[src/rtl/seq_mult_core.sv]
// Iterative unsigned shift-and-add multiplier with an input FIFO; one product
// per DATA_WIDTH+1 cycles, sticky overflow when a pair arrives at a full FIFO.
module seq_mult_core #(
  parameter int DATA_WIDTH   = 8,
  parameter int RESULT_WIDTH = 16,
  parameter int FIFO_DEPTH   = 4
) (
  input  logic                          clk,
  input  logic                          rst_n,
  input  logic                          valid_in,
  input  logic [DATA_WIDTH-1:0]         a,
  input  logic [DATA_WIDTH-1:0]         b,
  output logic                          valid_out,
  output logic [RESULT_WIDTH-1:0]       out,
  output logic                          busy,
  output logic [$clog2(FIFO_DEPTH):0]   fifo_level,
  output logic                          overflow
);

  localparam int AW = $clog2(FIFO_DEPTH);
  localparam int LW = AW + 1;
  localparam int CW = (DATA_WIDTH > 1) ? $clog2(DATA_WIDTH) : 1;

  if (RESULT_WIDTH != 2 * DATA_WIDTH) begin : g_bad_result_width
    $error("seq_mult_core: RESULT_WIDTH must equal 2*DATA_WIDTH");
  end
  if (FIFO_DEPTH < 2 || (FIFO_DEPTH & (FIFO_DEPTH - 1)) != 0) begin : g_bad_fifo_depth
    $error("seq_mult_core: FIFO_DEPTH must be a power of two >= 2");
  end

  typedef enum logic {IDLE, CALC} state_t;

  state_t                  state_q, state_d;
  logic [DATA_WIDTH-1:0]   mem_a [FIFO_DEPTH];
  logic [DATA_WIDTH-1:0]   mem_b [FIFO_DEPTH];
  logic [AW-1:0]           wr_ptr_q, wr_ptr_d;
  logic [AW-1:0]           rd_ptr_q, rd_ptr_d;
  logic [LW-1:0]           level_q, level_d;
  logic [RESULT_WIDTH-1:0] mcand_q, mcand_d;
  logic [DATA_WIDTH-1:0]   mplier_q, mplier_d;
  logic [RESULT_WIDTH-1:0] acc_q, acc_d;
  logic [CW-1:0]           cnt_q, cnt_d;
  logic [RESULT_WIDTH-1:0] out_q, out_d;
  logic                    valid_q, valid_d;
  logic                    ovf_q, ovf_d;
  logic                    push, pop;
  logic [RESULT_WIDTH-1:0] acc_sum;

  always_comb begin
    // Full is judged on the registered level, so a pop on the same edge
    // never frees room for a concurrent push.
    push    = valid_in && (level_q != LW'(FIFO_DEPTH));
    pop     = (state_q == IDLE) && (level_q != '0);
    acc_sum = mplier_q[0] ? acc_q + mcand_q : acc_q;

    state_d  = state_q;
    mcand_d  = mcand_q;
    mplier_d = mplier_q;
    acc_d    = acc_q;
    cnt_d    = cnt_q;
    out_d    = out_q;
    valid_d  = 1'b0;
    ovf_d    = ovf_q | (valid_in & ~push);
    wr_ptr_d = push ? wr_ptr_q + AW'(1) : wr_ptr_q;
    rd_ptr_d = pop  ? rd_ptr_q + AW'(1) : rd_ptr_q;

    case ({push, pop})
      2'b10:   level_d = level_q + LW'(1);
      2'b01:   level_d = level_q - LW'(1);
      default: level_d = level_q;
    endcase

    case (state_q)
      IDLE: begin
        if (pop) begin
          mcand_d  = RESULT_WIDTH'(mem_a[rd_ptr_q]);
          mplier_d = mem_b[rd_ptr_q];
          acc_d    = '0;
          cnt_d    = '0;
          state_d  = CALC;
        end
      end
      CALC: begin
        acc_d    = acc_sum;
        mcand_d  = mcand_q << 1;
        mplier_d = mplier_q >> 1;
        cnt_d    = cnt_q + CW'(1);
        if (cnt_q == CW'(DATA_WIDTH - 1)) begin
          out_d   = acc_sum;
          valid_d = 1'b1;
          state_d = IDLE;
        end
      end
      default: state_d = IDLE;
    endcase
  end

  always_ff @(posedge clk) begin
    if (push) begin
      mem_a[wr_ptr_q] <= a;
      mem_b[wr_ptr_q] <= b;
    end
  end

  always_ff @(posedge clk or negedge rst_n) begin
    if (!rst_n) begin
      state_q  <= IDLE;
      wr_ptr_q <= '0;
      rd_ptr_q <= '0;
      level_q  <= '0;
      mcand_q  <= '0;
      mplier_q <= '0;
      acc_q    <= '0;
      cnt_q    <= '0;
      out_q    <= '0;
      valid_q  <= 1'b0;
      ovf_q    <= 1'b0;
    end else begin
      state_q  <= state_d;
      wr_ptr_q <= wr_ptr_d;
      rd_ptr_q <= rd_ptr_d;
      level_q  <= level_d;
      mcand_q  <= mcand_d;
      mplier_q <= mplier_d;
      acc_q    <= acc_d;
      cnt_q    <= cnt_d;
      out_q    <= out_d;
      valid_q  <= valid_d;
      ovf_q    <= ovf_d;
    end
  end

  assign valid_out  = valid_q;
  assign out        = out_q;
  assign busy       = (level_q != '0) || (state_q == CALC);
  assign fifo_level = level_q;
  assign overflow   = ovf_q;

endmodule

[config.mk]
export PLATFORM = sky130hd
export DESIGN_NAME = seq_mult_core
export DESIGN_NICKNAME = d
export VERILOG_FILES = /design/src/rtl/seq_mult_core.sv
export SDC_FILE = /design/constraint.sdc
export NUM_CORES = 1
export LEC_CHECK = 0
export ABC_AREA = 1
export CAP_MARGIN = 10
export CORE_ASPECT_RATIO = 1.1
export CORE_MARGIN = 5
export CORE_UTILIZATION = 35
export CTS_CLUSTER_SIZE = 25
export DETAILED_ROUTE_END_ITERATION = 10
export SLEW_MARGIN = 20
export SYNTH_ARGS = -nofsm -noshare
export SYNTH_HDL_FRONTEND = slang
export SYNTH_SLANG_ARGS = --single-unit
export TNS_END_PERCENT = 100
[constraint.sdc]
create_clock -name clk -period 3.8 [get_ports clk]
set_input_delay 0.57 -clock clk [delete_from_list [all_inputs] [get_ports clk]]
set_output_delay 0.57 -clock clk [all_outputs]
set_load 0.005 [all_outputs]
==> results.sh <==
export IMPL_finalSetupTns_ns=0
export IMPL_tightest_slew_ns=0.963
export IMPL_finClkSkew_ns=0.00843
export IMPL_grt_overflow_total=0
export IMPL_critPathKind="reg2out"
export IMPL_antenna_found_initial=0
export IMPL_diodes=0
export IMPL_reg2reg_from="state_q"
export IMPL_async_flop_share=0.519
export IMPL_met2_wirelength_um=6540
export IMPL_fp_dieArea_um2=20700
export IMPL_hold_viol=0
export IMPL_met3_length_um=490
export IMPL_grt_pass1_wl_um=22200
export IMPL_path_buf_inv=3
export IMPL_yosys_top_cells_count="170 x nand2_1, 70 x inv_1, 69 x dfrtp_1"
export IMPL_ctsResizeCount=0
export IMPL_drc_errors=0
export IMPL_syn_avg_cell_area_um2=9.57
export IMPL_drt_iter0_drc=176
export IMPL_vias_per_cell=4.69
export IMPL_yosysSeqAreaShare=0.583
export IMPL_fin_crit_ns=2.74
export IMPL_synth_edff_count=64
export IMPL_final_layout_size_suffix_gt1_frac=0.101
export IMPL_cp_slowest_cell="dfrtp_1"
export IMPL_powerDensity_nw_per_um2=861
export IMPL_vias=4460
export IMPL_yosysWarningCount=0
export IMPL_pin_count=41
export IMPL_cts_hold_repair_buffers=0
export IMPL_yosysTopAreaCell="edfxtp_1"
export IMPL_irDropWorstVdd_mv=0.372
export IMPL_syn_inst=654
export IMPL_fp_coreArea_um2=17700
export IMPL_postCtsSetupBuffers=0
export IMPL_cts_sinks=133
export IMPL_crit_required_ns=3.23
export IMPL_clock_latency_ns=0.42
export IMPL_reg2reg_depth=9
export IMPL_drt_pass1_iterations=4
export IMPL_clkSlewWorstSetupHoldPaths_ns=0.06
export IMPL_drt_met1_wl_um=5850
export IMPL_rows=51
export IMPL_ant_nets=0
export IMPL_ys_ff_latch=133
export IMPL_htree_levels=4
export IMPL_synth_distinct_cells=39
export IMPL_start_util=0.354
export IMPL_cp_arrival_ns=2.17
export IMPL_synth_nets=697
export IMPL_ys_flop_type="dfrtp_1"
export IMPL_routabilityCongestion=0.818
export IMPL_synthesis_area_um2=6260
export IMPL_port_buffers=40
export IMPL_fin_area_um2=7520
export IMPL_rsz0062_at_grt="false"
export IMPL_worstHoldPathType="in2async"
export IMPL_cp_max_fo=21
export IMPL_maxCapViolCount=0
export IMPL_root_buffer="clkbuf_16"
export IMPL_cts_max_path_buffers=2
export IMPL_slew_headroom=0.358
export IMPL_grt_pass1_vias=4517
export IMPL_yosysMostFrequentCell="nand2_1"
export IMPL_wirelength_um=13100
export IMPL_cts_buffers_inserted=17
export IMPL_start_kind="flip-flop"
export IMPL_finalCritPeriodShare=0.722
export IMPL_area_growth_syn_to_layout_pct=20.1
export IMPL_leakagePower_nw=3.29
export IMPL_dp_hpwl_um=8740
export IMPL_wl_per_cell_um=13.8
export IMPL_placed_cell_area_um2=6910
export IMPL_cp_cell_sequence="nor2_4 -> inv_2 -> buf_4 -> clkdlybuf4s50_1"
export IMPL_die_height_um=150
export IMPL_yosys_top_cells_area="edfxtp_1 31%, dfrtp_1 28%, nand2_1 10%"
export IMPL_setup_violations=0
export IMPL_reg2reg_slack_ns=1.45
export IMPL_worst_path_largest_cell_delay_ns=0.78
export IMPL_cts_tree="done"
export IMPL_grt_max_degree=70
export IMPL_slew_violations=0
export IMPL_yosysTopAreaCellShare=0.307
export IMPL_endpoint_kind="output pin"
export IMPL_cp_top_family="buffers and inverters"
export IMPL_highest_signal_layer="met4"
export IMPL_outcome="finished clean"
export IMPL_nNetsFinal=743
export IMPL_rr_endpoint="fifo_level[2]"
export IMPL_grt_usage=0.137
export IMPL_fmax_ghz=0.365
export IMPL_die_w_um=138
## stage by stage
| stage | total power [mW] | worst slack [ns] | hold slack (ns) | utilization | cells |
|---|---|---|---|---|---|
| 5_1_grt | 7.04 | 0.925 | 0.364 | 0.425 | 951 |
| 3_3_place_gp | 4.86 | 1.39 | 0.463 | 0.391 | 919 |
| 3_5_place_dp | 4.90 | 1.36 | 0.467 | 0.391 | 919 |
| 2_1_floorplan | 4.08 | 1.82 | 0.274 | - | 654 |
| 6_report | 6.48 | 1.06 | 0.264 | 0.425 | 951 |
| 4_1_cts | 6.58 | 1.01 | 0.316 | 0.425 | 951 |
## state kept, by name, indices dropped and copies added, names as in the netlist
signal,count
mem_a,32
mem_b,32
acc_q,16
mcand_q,16
out,16
mplier_q,8
cnt_q,3
fifo_level,3
rd_ptr_q,2
wr_ptr_q,2
overflow,1
state_q,1
valid_out,1
## layout make-up
cell class                 instances  area [um^2]
fill                            1722        10200
sequential                       133         3650
multi-input combinational        423         2210
timing repair buffer              50          473
clock buffer                      17          425
tap                              238          298
inverter                          75          282
clock inverter                    15          184
## routing by layer
| metal | up-vias | GRT usage |
|---|---|---|
| met4 | 0 | 0.0514 |
| met2 | 74 | 0.229 |
| li1 | 2270 | - |
| met1 | 2100 | 0.173 |
| met3 | 16 | 0.0324 |
| met5 | - | 0 |
## layout by cell type, fill, tap and decap left out, types with 3 or more instances in the layout
cell type,synthesis,final
inv_8,0,4
nand2_1,170,170
clkdlybuf4s50_1,0,39
xor2_1,5,5
o221ai_1,7,7
inv_6,0,5
o21ai_0,42,42
clkbuf_16,0,17
or2_2,8,8
clkinv_8,0,3
buf_4,3,11
nor2_1,51,51
a21oi_1,8,8
o21ai_1,16,16
dfrtp_1,69,69
o22ai_1,24,24
xnor2_1,3,3
nand2_2,4,4
ha_1,22,22
inv_1,70,70
edfxtp_1,64,64
inv_2,5,5
nand3_1,42,42
## worst max-delay path by stage
stage	start	to	slack (ns)	cells after the start
after floorplan	fifo_level[0]	fifo_level[2]	1.82	11
after global placement	valid_in	fifo_level[2]	1.39	8
after detailed placement	valid_in	fifo_level[2]	1.36	8
after CTS	state_q	busy	1.01	4
after global routing	state_q	busy	0.92	4
final	state_q	busy	1.06	4
## cell families (layout without fill, tap and decap cells)
logic type | Yosys count | after routing | share of synthesized area
AND/OR/NAND/NOR | 289 | 289 | 0.198
adder cells (fa/ha/maj) | 24 | 24 | 0.0504
flip-flops | 133 | 133 | 0.583
AO/OA/AOI/OAI | 102 | 102 | 0.0933
XOR/XNOR | 8 | 8 | 0.0112
buffers and inverters | 98 | 157 | 0.0640
## where the power goes
group,total (mW),internal [mW],switching (mW)
clock,1.65,0.944,0.702
combinational,2.52,1.02,1.50
sequential,2.31,1.99,0.320
total,6.48,3.96,2.52
Note: power is estimated with default switching activity, not from simulation.
